<file path="config.mk">
export PLATFORM = sky130hd
export DESIGN_NAME = spi_reg_ctrl
export DESIGN_NICKNAME = d
export VERILOG_FILES = /design/src/rtl/spi_reg_ctrl.sv
export SDC_FILE = /design/constraint.sdc
export NUM_CORES = 1
export LEC_CHECK = 0
export CAP_MARGIN = 20
export CELL_PAD_IN_SITES_DETAIL_PLACEMENT = 0
export CELL_PAD_IN_SITES_GLOBAL_PLACEMENT = 1
export CORE_ASPECT_RATIO = 1.75
export CORE_MARGIN = 2
export CORE_UTILIZATION = 39
export DETAILED_ROUTE_END_ITERATION = 10
export GPL_TIMING_DRIVEN = 0
export PLACE_DENSITY_LB_ADDON = 0.1
export SLEW_MARGIN = 10
export SYNTH_ARGS = -nofsm -noshare
export SYNTH_HDL_FRONTEND = slang
export SYNTH_SLANG_ARGS = --single-unit
</file>
<file path="constraint.sdc">
create_clock -name clk -period 3.6 [get_ports clk]
set_input_delay 0.54 -clock clk [delete_from_list [all_inputs] [get_ports clk]]
set_output_delay 0.54 -clock clk [all_outputs]
set_load 0.02 [all_outputs]
</file>
<file path="src/rtl/spi_reg_ctrl.sv">
// -----------------------------------------------------------------------------
// spi_reg_ctrl
//
// This is the register-access controller that sits behind an SPI slave. Each
// received 16-bit word is decoded as a command of the form {wr, 3'bx, addr, 8'bx}:
//   - A write command takes the next word as data for cfg[addr].
//   - A read command loads spi_din so that the slave shifts out the response
//     two transfers later.
//
// Ports
//   clk          system clock, rising edge
//   rst          synchronous active-low reset
//   spi_ss       raw slave select (1 = deselected); synchronized internally
//   spi_done     one-cycle pulse, spi_dout holds a received word
//   spi_dout     received word
//   spi_din      word the slave loads for its next transfer
//   ch_data      four read-only channel values, channel n at [16n+15:16n]
//   cfg          eight configuration registers, register n at [16n+15:16n]
//   cfg_wr_stb   one-cycle pulse when a cfg register is written
//   cfg_wr_addr  index of the written register, valid with cfg_wr_stb
//
// Address map: 0-7 cfg (R/W), 8-11 ch_data (RO),
//              12 {abort_cnt, err_cnt} (RO), 13 ID_VALUE, 14-15 zero.
// -----------------------------------------------------------------------------
module spi_reg_ctrl #(
  parameter int                    DATA_WIDTH = 16,
  parameter logic [DATA_WIDTH-1:0] ID_VALUE   = 16'hA51C
) (
  input  logic                    clk,
  input  logic                    rst,
  input  logic                    spi_ss,
  input  logic                    spi_done,
  input  logic [DATA_WIDTH-1:0]   spi_dout,
  output logic [DATA_WIDTH-1:0]   spi_din,
  input  logic [4*DATA_WIDTH-1:0] ch_data,
  output logic [8*DATA_WIDTH-1:0] cfg,
  output logic                    cfg_wr_stb,
  output logic [2:0]              cfg_wr_addr
);

  typedef enum logic [1:0] {
    S_IDLE    = 2'd0,
    S_WR_DATA = 2'd1,
    S_RD_OUT  = 2'd2
  } state_t;

  state_t                        r_state;
  state_t                        w_state_nxt;

  // r_pend marks the single commit cycle that follows an accepted spi_done.
  // Together with r_state it selects the committed action:
  //   - IDLE:    load the read value.
  //   - WR_DATA: write cfg.
  //   - RD_OUT:  end the read.
  logic                          r_pend;
  logic [3:0]                    r_addr;
  logic [DATA_WIDTH-1:0]         r_wr_data;
  logic [DATA_WIDTH-1:0]         r_din;
  logic [7:0][DATA_WIDTH-1:0]    r_cfg;
  logic                          r_wr_stb;
  logic [2:0]                    r_wr_addr;
  logic [7:0]                    r_err_cnt;
  logic [7:0]                    r_abort_cnt;
  logic                          r_ss_meta;
  logic                          r_ss_sync;
  logic                          r_ss_dly;

  logic                          w_pend_nxt;
  logic [3:0]                    w_addr_nxt;
  logic [DATA_WIDTH-1:0]         w_wr_data_nxt;
  logic [DATA_WIDTH-1:0]         w_din_nxt;
  logic [DATA_WIDTH-1:0]         w_rd_val;
  logic                          w_cfg_we;
  logic                          w_err_inc;
  logic                          w_abort_inc;
  logic                          w_desel;

  // A deselect event is the rising edge of the synchronized slave select.
  assign w_desel = r_ss_sync & ~r_ss_dly;

  // Read mux. ch_data passes through here only in the cycle that loads r_din,
  // so the channel values are captured once per read command.
  always_comb begin
    w_rd_val = '0;
    if (!r_addr[3]) begin
      w_rd_val = r_cfg[r_addr[2:0]];
    end else begin
      case (r_addr[2:0])
        3'd0, 3'd1, 3'd2, 3'd3: w_rd_val = ch_data[{r_addr[1:0], 4'b0000} +: DATA_WIDTH];
        3'd4:                   w_rd_val = {r_abort_cnt, r_err_cnt};
        3'd5:                   w_rd_val = ID_VALUE;
        default:                w_rd_val = '0;
      endcase
    end
  end

  // Next-state and action decode.
  always_comb begin
    // NOTE: every output of this block gets a default first so no path can
    // leave it unassigned and infer a latch.
    w_state_nxt   = r_state;
    w_pend_nxt    = 1'b0;
    w_addr_nxt    = r_addr;
    w_wr_data_nxt = r_wr_data;
    w_din_nxt     = r_din;
    w_cfg_we      = 1'b0;
    w_err_inc     = 1'b0;
    w_abort_inc   = 1'b0;

    unique case (r_state)
      S_IDLE: begin
        if (r_pend) begin
          w_din_nxt   = w_rd_val;
          w_state_nxt = S_RD_OUT;
        end else if (spi_done) begin
          w_addr_nxt = spi_dout[11:8];
          if (spi_dout[15]) w_state_nxt = S_WR_DATA;
          else              w_pend_nxt  = 1'b1;
        end
      end

      S_WR_DATA: begin
        // spi_done outranks a same-cycle deselect. Once the data word is in,
        // the write always completes.
        if (r_pend) begin
          w_cfg_we    = 1'b1;
          w_state_nxt = S_IDLE;
        end else if (spi_done) begin
          if (!r_addr[3]) begin
            w_wr_data_nxt = spi_dout;
            w_pend_nxt    = 1'b1;
          end else begin
            w_err_inc   = 1'b1;
            w_state_nxt = S_IDLE;
          end
        end else if (w_desel) begin
          w_abort_inc = 1'b1;
          w_state_nxt = S_IDLE;
        end
      end

      S_RD_OUT: begin
        // The word received here is the dummy transfer and is discarded.
        if (w_desel || r_pend) begin
          w_din_nxt   = '0;
          w_state_nxt = S_IDLE;
        end else if (spi_done) begin
          w_pend_nxt = 1'b1;
        end
      end

      default: w_state_nxt = S_IDLE;
    endcase
  end

  always_ff @(posedge clk) begin
    // NOTE: sequential state uses non-blocking assignments so every flop
    // samples pre-edge values regardless of statement order.
    if (!rst) r_state <= S_IDLE;
    else      r_state <= w_state_nxt;
  end

  always_ff @(posedge clk) begin
    if (!rst) begin
      r_pend      <= 1'b0;
      r_addr      <= '0;
      r_wr_data   <= '0;
      r_din       <= '0;
      // NOTE: the cfg bank is software-visible and must read zero after reset,
      // so it is reset explicitly rather than left as uninitialized storage.
      r_cfg       <= '0;
      r_wr_stb    <= 1'b0;
      r_wr_addr   <= '0;
      r_err_cnt   <= '0;
      r_abort_cnt <= '0;
      r_ss_meta   <= 1'b1;
      r_ss_sync   <= 1'b1;
      r_ss_dly    <= 1'b1;
    end else begin
      r_ss_meta <= spi_ss;
      r_ss_sync <= r_ss_meta;
      r_ss_dly  <= r_ss_sync;

      r_pend    <= w_pend_nxt;
      r_addr    <= w_addr_nxt;
      r_wr_data <= w_wr_data_nxt;
      r_din     <= w_din_nxt;
      r_wr_stb  <= w_cfg_we;

      if (w_cfg_we) begin
        r_cfg[r_addr[2:0]] <= r_wr_data;
        r_wr_addr          <= r_addr[2:0];
      end

      if (w_err_inc && (r_err_cnt != 8'hFF))
        r_err_cnt <= r_err_cnt + 8'd1;
      if (w_abort_inc && (r_abort_cnt != 8'hFF))
        r_abort_cnt <= r_abort_cnt + 8'd1;
    end
  end

  assign spi_din     = r_din;
  assign cfg         = r_cfg;
  assign cfg_wr_stb  = r_wr_stb;
  assign cfg_wr_addr = r_wr_addr;

endmodule

</file>
Yosys cells after proc, flatten, opt, wreduce, memory -nomap -nowiden
Cells that the tools add are included.

Output and inout bits: 148. Input port bits: 84. Logic and storage cells: 94. Bits in registers: 190.

$lt $le $gt $ge: 2. Add/subtract/negate cells: 2. Eq/ne operators: 15. Bitwise logic cells: 4. Mux-type cells: 38. Reduce and logical (&&, ||, !) cells: 12. Shift operators: 1.

Operators by type and width (number): 128-bit bitwise mux (1); 16-bit two-way mux (5); 64-bit by 7-bit variable part select with 16-bit output (1); 16-bit binary-select mux with 3-bit select (1); 16-bit demux with 3-bit select (1); 16-bit case mux with 3 select lines (1); 16-bit case mux with 2 select lines (1); 1-bit two-way mux (18); 8-bit by 1-bit adder with 8-bit output (second input constant) (2); 2-bit two-way mux (8); 8-bit inequality test (second input constant) (2); 4-bit inequality test (second input constant) (2); 3-bit by 2-bit equality test with 1-bit output (second input constant) (2); 3-bit equality test (second input constant) (2); 3-bit inequality test (second input constant) (2); 2-bit case mux with 3 select lines (1); 3-bit AND reduction (2); 5-bit AND reduction (1); 3-bit by 4-bit < comparator with 1-bit output (second input constant) (1); 2-bit inequality test (second input constant) (2); 4-bit AND reduction (1); 4-bit OR reduction (1); 3-bit by 1-bit equality test with 1-bit output (second input constant) (1); 3-bit by 1-bit >= comparator with 1-bit output (second input constant) (1); other kinds (10) (14).

Logic depth before layout (Yosys ltp)
Gate-level depths: netlist (run 1).

Word-level depth: 7. Gate-level depth with buffers: 8. Gate-level depth less buffers: 5.

Least setup slack after synthesis (run 1)
Ideal clock, no wire load.

Path type: flip-flop to flip-flop. Start: register r_addr[0]. End: register r_din[15], in the netlist spi_din[15]. Cell stages (with the launch flop): 6. Data arrival time: 1.544 ns. Setup slack: 1.939 ns. Data required time: 3.483 ns. Setup time: 0.117 ns. Cell sequence: dfxtp_1 > buf_6 > buf_4 > mux4_2 > o22a_1 > a32o_1.

Cells in the longest elaborated chain, start to end: 6.

RTL lines: start, declared (line 56) `logic [3:0] r_addr;`; start signal, assigned (line 185) `r_addr <= w_addr_nxt;`; parallel branches: the longest is 3 deep, another holds 64-bit by 7-bit variable part select with 16-bit output; 16-bit two-way mux (*) (line 85) `if (!r_addr[3]) begin`; 16-bit two-way mux (*) (line 112) `if (r_pend) begin`; 16-bit case mux with 2 select lines (*) (line 110) `unique case (r_state)`; end signal, assigned (line 187) `r_din <= w_din_nxt;`; end, declared (line 58) `logic [DATA_WIDTH-1:0] r_din;`.

Mark *: on every way between the ends. The select of a mux whose other input is x is not followed. A chain may end at the register's enable or synchronous reset.

Final worst setup path (run 1)
Start: register r_addr[1]. End: register r_din[8], in the netlist spi_din[8].

Same word-level chain as after synthesis.

==> flow_metrics.env, run 1 <==
export IMPL_viasPerCell=5.529
export IMPL_powerDensity_mw_per_mm2=373.3
export IMPL_reg2regPathDepth=6
export IMPL_synth_avg_cell_area_um2=8.662
export IMPL_die_x_um=118.8
export IMPL_cp_depth=6
export IMPL_num_vias=8858
export IMPL_drt_wl_total_um=36550
export IMPL_final_util=0.5414
export IMPL_max_cap_violations=0
export IMPL_p_leak_nw=4.125
export IMPL_cp_top_family="buffers and inverters"
export IMPL_fin_crit_ns=2.396
export IMPL_yosysMostFrequentCell="nand2_1"
export IMPL_clk_pin_slew_ns=0.07
export IMPL_crit_chain="buf_2 -> buf_2 -> buf_2 -> mux4_2 -> o22ai_1 -> o2bb2ai_1"
export IMPL_ys_seq_area_frac=0.4226
export IMPL_routabilityCongestion=0.9432
export IMPL_synth_ff_type="dfxtp_1"
export IMPL_clock_fmax_mhz=417.3
export IMPL_synthArstFlopShare=0
export IMPL_synth_seq_cells=190
export IMPL_min_period_over_period=0.6657
export IMPL_drv_slew=0
export IMPL_setup_viol=0
export IMPL_layout_drive_gt1_share=0.1022
export IMPL_routedWlPerCell_um=22.81
export IMPL_placed_area_mm2=0.01169
export IMPL_drtIter0Drc=570
export IMPL_critPathRequiredTime_ns=3.92
export IMPL_syn_to_final_growth_pct=36.26
export IMPL_ys_types=52
export IMPL_die_area_mm2=0.02436
export IMPL_critPathMaxFanout=10
export IMPL_grt_max_degree=17
export IMPL_num_nets_final=1375
export IMPL_insertion_delay_ns=0.45
export IMPL_worstSetupPathType="reg -> reg"
export IMPL_finClkSkew_ns=0.01102
export IMPL_status="finished clean"
export IMPL_grt_pass1_vias=8639
export IMPL_htreeDepth=4
export IMPL_cp_common_cell="buf_2"
export IMPL_worst_pin_slew_ns=0.9134
export IMPL_final_setup_tns_ns=0
export IMPL_fill_cells=2220
export IMPL_fin_total_pwr_mw=4.578
export IMPL_synth_area_top_cells="dfxtp_1 42%, nand2_1 9.3%, a21oi_1 7.1%, mux2i_1 6.3%, mux4_2 6.0%"
export IMPL_peakVddDrop_mv=0.3027
export IMPL_final_setup_worst_slack_ns=1.204
export IMPL_path_buf_inv=3
export IMPL_start_util=0.3973
export IMPL_synth_edff_count=0
export IMPL_grt_ovfl_total=0
export IMPL_arrival_ns=2.72
export IMPL_rsz0062_at_grt="no"
export IMPL_dpl_worst_slack_ns=0.8827
export IMPL_portBuffers=231
export IMPL_clock_sinks=190
export IMPL_cts_hold_fix_buffers=0
export IMPL_ys_warn_count=0
export IMPL_synth_top_cell_area_share=0.4226
export IMPL_stdcell_area_mm2=0.01226
export IMPL_dpl_hpwl_um=27940
export IMPL_clockBufferDepth=2
export IMPL_drcViolationCount=0
export IMPL_cts_resized=0
export IMPL_io_pins=232
export IMPL_syn_area_mm2=0.009000
export IMPL_core_mm2=0.02265
export IMPL_worstSetupStartpointType="flip-flop"
export IMPL_die_y_um=205.0
export IMPL_grt_use_total=0.2962
export IMPL_cts_tree="built"
export IMPL_grt_pass1_wl_um=53660
export IMPL_cts_buffers=17
export IMPL_cts_post_setup_buffers_inserted=0
export IMPL_synth_common_cells="224 x nand2_1, 190 x dfxtp_1, 127 x a21oi_1, 61 x nor2_1, 57 x mux2i_1"
export IMPL_hold_path_class="reg -> reg"
export IMPL_final_hold_viol_count=0
export IMPL_cp_end_kind="flip-flop"
export IMPL_synth_top_cell_by_area="dfxtp_1"
export IMPL_synth_nets=1125
export IMPL_whs_path_depth=1
export IMPL_num_rows=73
export IMPL_slowest_stage="buf_2"
export IMPL_synth_cells=1039
export IMPL_ant_nets=0
export IMPL_drtPass1Iterations=5
export IMPL_relSlewSlack=0.3864
export IMPL_antenna_found_initial=0
export IMPL_critPathMaxStageDelay_ns=0.50
export IMPL_diodes=0
export IMPL_cts_root_buf="clkbuf_16"
layer usage:
metal  routed length, um  global-route usage
met5                   0                   0
met3                2103             0.05122
met2               19170              0.5380
met4                1804              0.1556
met1               13470              0.3266
power breakdown:
group	leakage (nW)	switching, mW	total [mW]	internal [mW]
Sequential	1.53	0.0118	2.13	2.12
Combinational	2.33	0.331	0.563	0.232
Clock	0.266	0.859	1.88	1.02
stage by stage:
step | instances | hold WS, ns
finish | 1602 | 0.4239
global route | 1602 | 0.4358
CTS | 1602 | 0.4298
detailed placement | 1570 | 0.4020
global placement | 1570 | 0.4099
floorplan | 1039 | 0.3863
layout make-up:
class	instances	area, um^2	share of cell area
Sequential cell	190	3804	0.3102
Clock buffer	19	432.9	0.03530
Multi-Input combinational cell	740	4672	0.3810
Buffer	99	486.7	0.03969
Inverter	10	37.54	0.003061
Clock inverter	13	142.6	0.01163
Tap cell	300	375.4	0.03061
Timing Repair Buffer	231	2312	0.1886
cell families after synthesis:
logic type | Yosys count | share of synthesized area
muxes | 107 | 0.1560
DFF | 190 | 0.4226
buffers and inverters | 109 | 0.05825
xor gates and xnor gates | 1 | 0.0009733
and+or+nand+nor | 386 | 0.1978
adders and majority gates | 2 | 0.002780
AOI/OAI and AO/OA | 244 | 0.1615
state kept, by name (all words and copies together), names as in the netlist:
register / cells
r_pend: 1
spi_din: 16
r_ss_dly: 1
r_state: 2
r_ss_meta: 1
r_addr: 4
r_err_cnt: 8
cfg_wr_stb: 1
cfg_wr_addr: 3
cfg: 128
r_abort_cnt: 8
r_wr_data: 16
r_ss_sync: 1
worst reg2reg max path, stage by stage (launching register included):
cell	delay, ns
dfxtp_1	0.31
buf_2	0.19
buf_2	0.35
buf_2	0.51
mux4_2	0.44
o22ai_1	0.36
o2bb2ai_1	0.12
layout by cell type, fill, tap and decap left out, drive strengths merged, types with 21 or more instances in the layout:
master,count
nand3,21
clkbuf,71
mux2,26
nand2,224
nor2,62
buf,47
mux2i,57
clkdlybuf4s50,231
a21oi,127
o21ai,39
mux4,24
dfxtp,190
path summary, 6_finish.rpt:
kind | endpoint | startpoint | slack [ns]
max | spi_din[8]$_SDFFE_PN0P_ | r_addr[1]$_SDFFE_PN0P_ | 1.20
min reg2reg | r_ss_sync$_SDFF_PN1_ | r_ss_meta$_SDFF_PN1_ | 0.42
min | r_ss_sync$_SDFF_PN1_ | r_ss_meta$_SDFF_PN1_ | 0.42
max reg2reg | spi_din[8]$_SDFFE_PN0P_ | r_addr[1]$_SDFFE_PN0P_ | 1.20
Note: power is estimated with default switching activity, not from simulation.
==> run 2, diff against run 1 <==
--- a/config.mk
+++ b/config.mk
@@ -10,7 +10,7 @@
 export CELL_PAD_IN_SITES_GLOBAL_PLACEMENT = 1
 export CORE_ASPECT_RATIO = 1.75
 export CORE_MARGIN = 2
-export CORE_UTILIZATION = 39
+export CORE_UTILIZATION = 33
 export DETAILED_ROUTE_END_ITERATION = 10
 export GPL_TIMING_DRIVEN = 0
 export PLACE_DENSITY_LB_ADDON = 0.1
==> constraint.sdc (replaced) <==
create_clock -name clk -period 1.98 [get_ports clk]
set_input_delay 0.297 -clock clk [delete_from_list [all_inputs] [get_ports clk]]
set_output_delay 0.297 -clock clk [all_outputs]
set_load 0.02 [all_outputs]
==> flow_metrics.env, run 2 (synthesized netlist as in run 1, its figures left out) <==
export IMPL_status="finished clean"
export IMPL_seq_power_share=0.452
export IMPL_start_util=0.3330
export IMPL_stdcell_count=1637
export IMPL_arrival_ns=2.30
export IMPL_rsz0062_at_grt="yes"
export IMPL_grt_max_degree=17
export IMPL_final_util=0.4648
export IMPL_setup_viol=0
export IMPL_diodes=0
export IMPL_clock_sinks=190
export IMPL_drv_slew=0
export IMPL_r2r_start="r_addr[0]$_SDFFE_PN0P_"
export IMPL_cts_tree="built"
export IMPL_htreeDepth=4
export IMPL_die_x_um=128.8
export IMPL_slowest_stage="mux4_2"
export IMPL_grt_use_total=0.2717
export IMPL_worstSetupPathType="reg -> reg"
export IMPL_cts_root_buf="clkbuf_16"
export IMPL_grt_pass1_vias=8719
export IMPL_net_switching_power_mw=2.227
export IMPL_drt_wl_total_um=39070
export IMPL_die_area_mm2=0.02866
export IMPL_crit_chain="buf_6 -> buf_12 -> mux4_2 -> nand2b_1 -> nand3_1 -> a32o_1"
export IMPL_drtIter0Drc=639
export IMPL_stdcell_area_mm2=0.01256
export IMPL_grt_ovfl_total=0
export IMPL_core_mm2=0.02703
export IMPL_min_period_over_period=0.9887
export IMPL_antenna_found_initial=0
export IMPL_placed_area_mm2=0.01172
export IMPL_num_nets_final=1382
export IMPL_clk_pin_slew_ns=0.07
export IMPL_final_setup_worst_slack_ns=0.02242
export IMPL_io_pins=232
export IMPL_critPathRequiredTime_ns=2.33
export IMPL_clockBufferDepth=2
export IMPL_seq_area_mm2=0.003804
export IMPL_worstSetupStartpointType="flip-flop"
export IMPL_ant_nets=0
export IMPL_routabilityCongestion=0.8461
export IMPL_endpoint="spi_din[11]$_SDFFE_PN0P_"
export IMPL_dpl_hpwl_um=29880
export IMPL_layout_drive_gt1_share=0.1329
export IMPL_viasPerCell=5.447
export IMPL_cts_hold_fix_buffers=0
export IMPL_insertion_delay_ns=0.45
export IMPL_fin_crit_ns=1.958
export IMPL_num_rows=80
export IMPL_num_vias=8917
export IMPL_r2r_end="spi_din[11]$_SDFFE_PN0P_"
export IMPL_fill_cells=2749
export IMPL_finClkSkew_ns=0.008555
export IMPL_largest_reg_flops=128
export IMPL_worst_pin_slew_ns=0.6757
export IMPL_clock_fmax_mhz=510.8
export IMPL_max_cap_violations=0
export IMPL_drtPass1Iterations=7
export IMPL_peakVddDrop_mv=0.5711
export IMPL_p_leak_nw=4.267
export IMPL_p_int_mw=6.344
export IMPL_cp_end_kind="flip-flop"
export IMPL_syn_to_final_growth_pct=39.57
export IMPL_rrSetupSlack_ns=0.02
export IMPL_portBuffers=231
export IMPL_hold_path_class="in -> reg"
export IMPL_final_hold_viol_count=0
export IMPL_grt_pass1_wl_um=56390
export IMPL_drcViolationCount=0
export IMPL_dpl_worst_slack_ns=-0.6402
export IMPL_relSlewSlack=0.5484
export IMPL_placed_cells_incl_taps=1598
export IMPL_combPwrFrac=0.126
export IMPL_clkPwrFrac=0.421
export IMPL_cts_buffers=17
export IMPL_layout_commonest_cell="clkdlybuf4s50_1"
export IMPL_critPathMaxFanout=10
export IMPL_powerDensity_mw_per_mm2=682.3
export IMPL_sw_frac_of_total=0.2598
export IMPL_reg2regPathDepth=6
export IMPL_fin_total_pwr_mw=8.571
export IMPL_final_cell_mix="231 x clkdlybuf4s50_1, 223 x nand2_1, 190 x dfxtp_1"
export IMPL_critPathMaxStageDelay_ns=0.55
export IMPL_die_y_um=222.5
export IMPL_multiInputGateArea_mm2=0.004781
export IMPL_cp_startpoint="r_addr[0]$_SDFFE_PN0P_"
export IMPL_routedWlPerCell_um=23.87
==> run 2: cell types whose count changed in the layout (fill, tap and decap cells not counted), sizes merged <==
cell	change
clkinvlp	-2
inv	-1
clkbuf	+2
buf	+6
bufinv	+1
clkinv	+1
==> run 2: layer usage <==
layer	vias up	share of wire	GRT usage
met3	57	0.048	0.04503
met2	312	0.54	0.5028
met1	4392	0.37	0.2997
met5	-	0	0
met4	0	0.039	0.1154
li1	4156	-	-
==> run 2: worst min path at each step <==
stage,from,to,slack [ns],cells after the start
finish,spi_dout[12],r_wr_data[12]$_SDFFE_PN0P_,0.39,3
global route,spi_dout[12],r_wr_data[12]$_SDFFE_PN0P_,0.40,3
CTS,spi_dout[12],r_wr_data[12]$_SDFFE_PN0P_,0.37,3
detailed placement,r_ss_meta$_SDFF_PN1_,r_ss_sync$_SDFF_PN1_,0.40,1
global placement,r_ss_meta$_SDFF_PN1_,r_ss_sync$_SDFF_PN1_,0.40,1
floorplan,r_ss_meta$_SDFF_PN1_,r_ss_sync$_SDFF_PN1_,0.39,1
==> run 2: per-stage QoR <==
step,hold slack [ns],TNS [ns]
after detailed placement,0.3972,-61.30
after floorplan,0.3863,0
after CTS,0.3702,0
final,0.3867,0
after global placement,0.3984,-61.65
after global routing,0.3962,-0.04804
==> run 2: critical path, delay by kind of cell, from the launching register on <==
family | cells | cell delay [ns]
muxes | 1 | 0.55
and+or+nand+nor | 2 | 0.36
buffers and inverters | 2 | 0.33
DFF | 1 | 0.33
AOI/OAI and AO/OA | 1 | 0.27
==> run 2: repair_timing <==
action | 4_1_cts | 5_1_grt
buffers inserted | 2 | 8
setup endpoints to repair | 87 | 104
cloned | 0 | 0
gates resized for setup | 24 | 38
endpoints found under the hold margin | 0 | 0
pin swaps | 0 | 3
==> run 2: area by class of cell <==
class | count | area share
tap | 328 | 0.03267
clock inverter | 12 | 0.01136
sequential | 190 | 0.3028
buffer | 96 | 0.04313
clock buffer | 20 | 0.03636
timing repair buffer | 241 | 0.1901
multi-input combinational | 740 | 0.3806
inverter | 10 | 0.002988
==> run 2: power by group through the flow <==
| stage | registers (mW) | logic [mW] | clock network, mW |
|---|---|---|---|
| after floorplan | 3.97 | 0.534 | 0 |
| after global routing | 3.88 | 1.15 | 3.79 |
| final | 3.88 | 1.08 | 3.61 |
| after global placement | 3.96 | 1.04 | 0 |
| after detailed placement | 3.96 | 1.04 | 0 |
| after CTS | 3.88 | 1.06 | 3.64 |
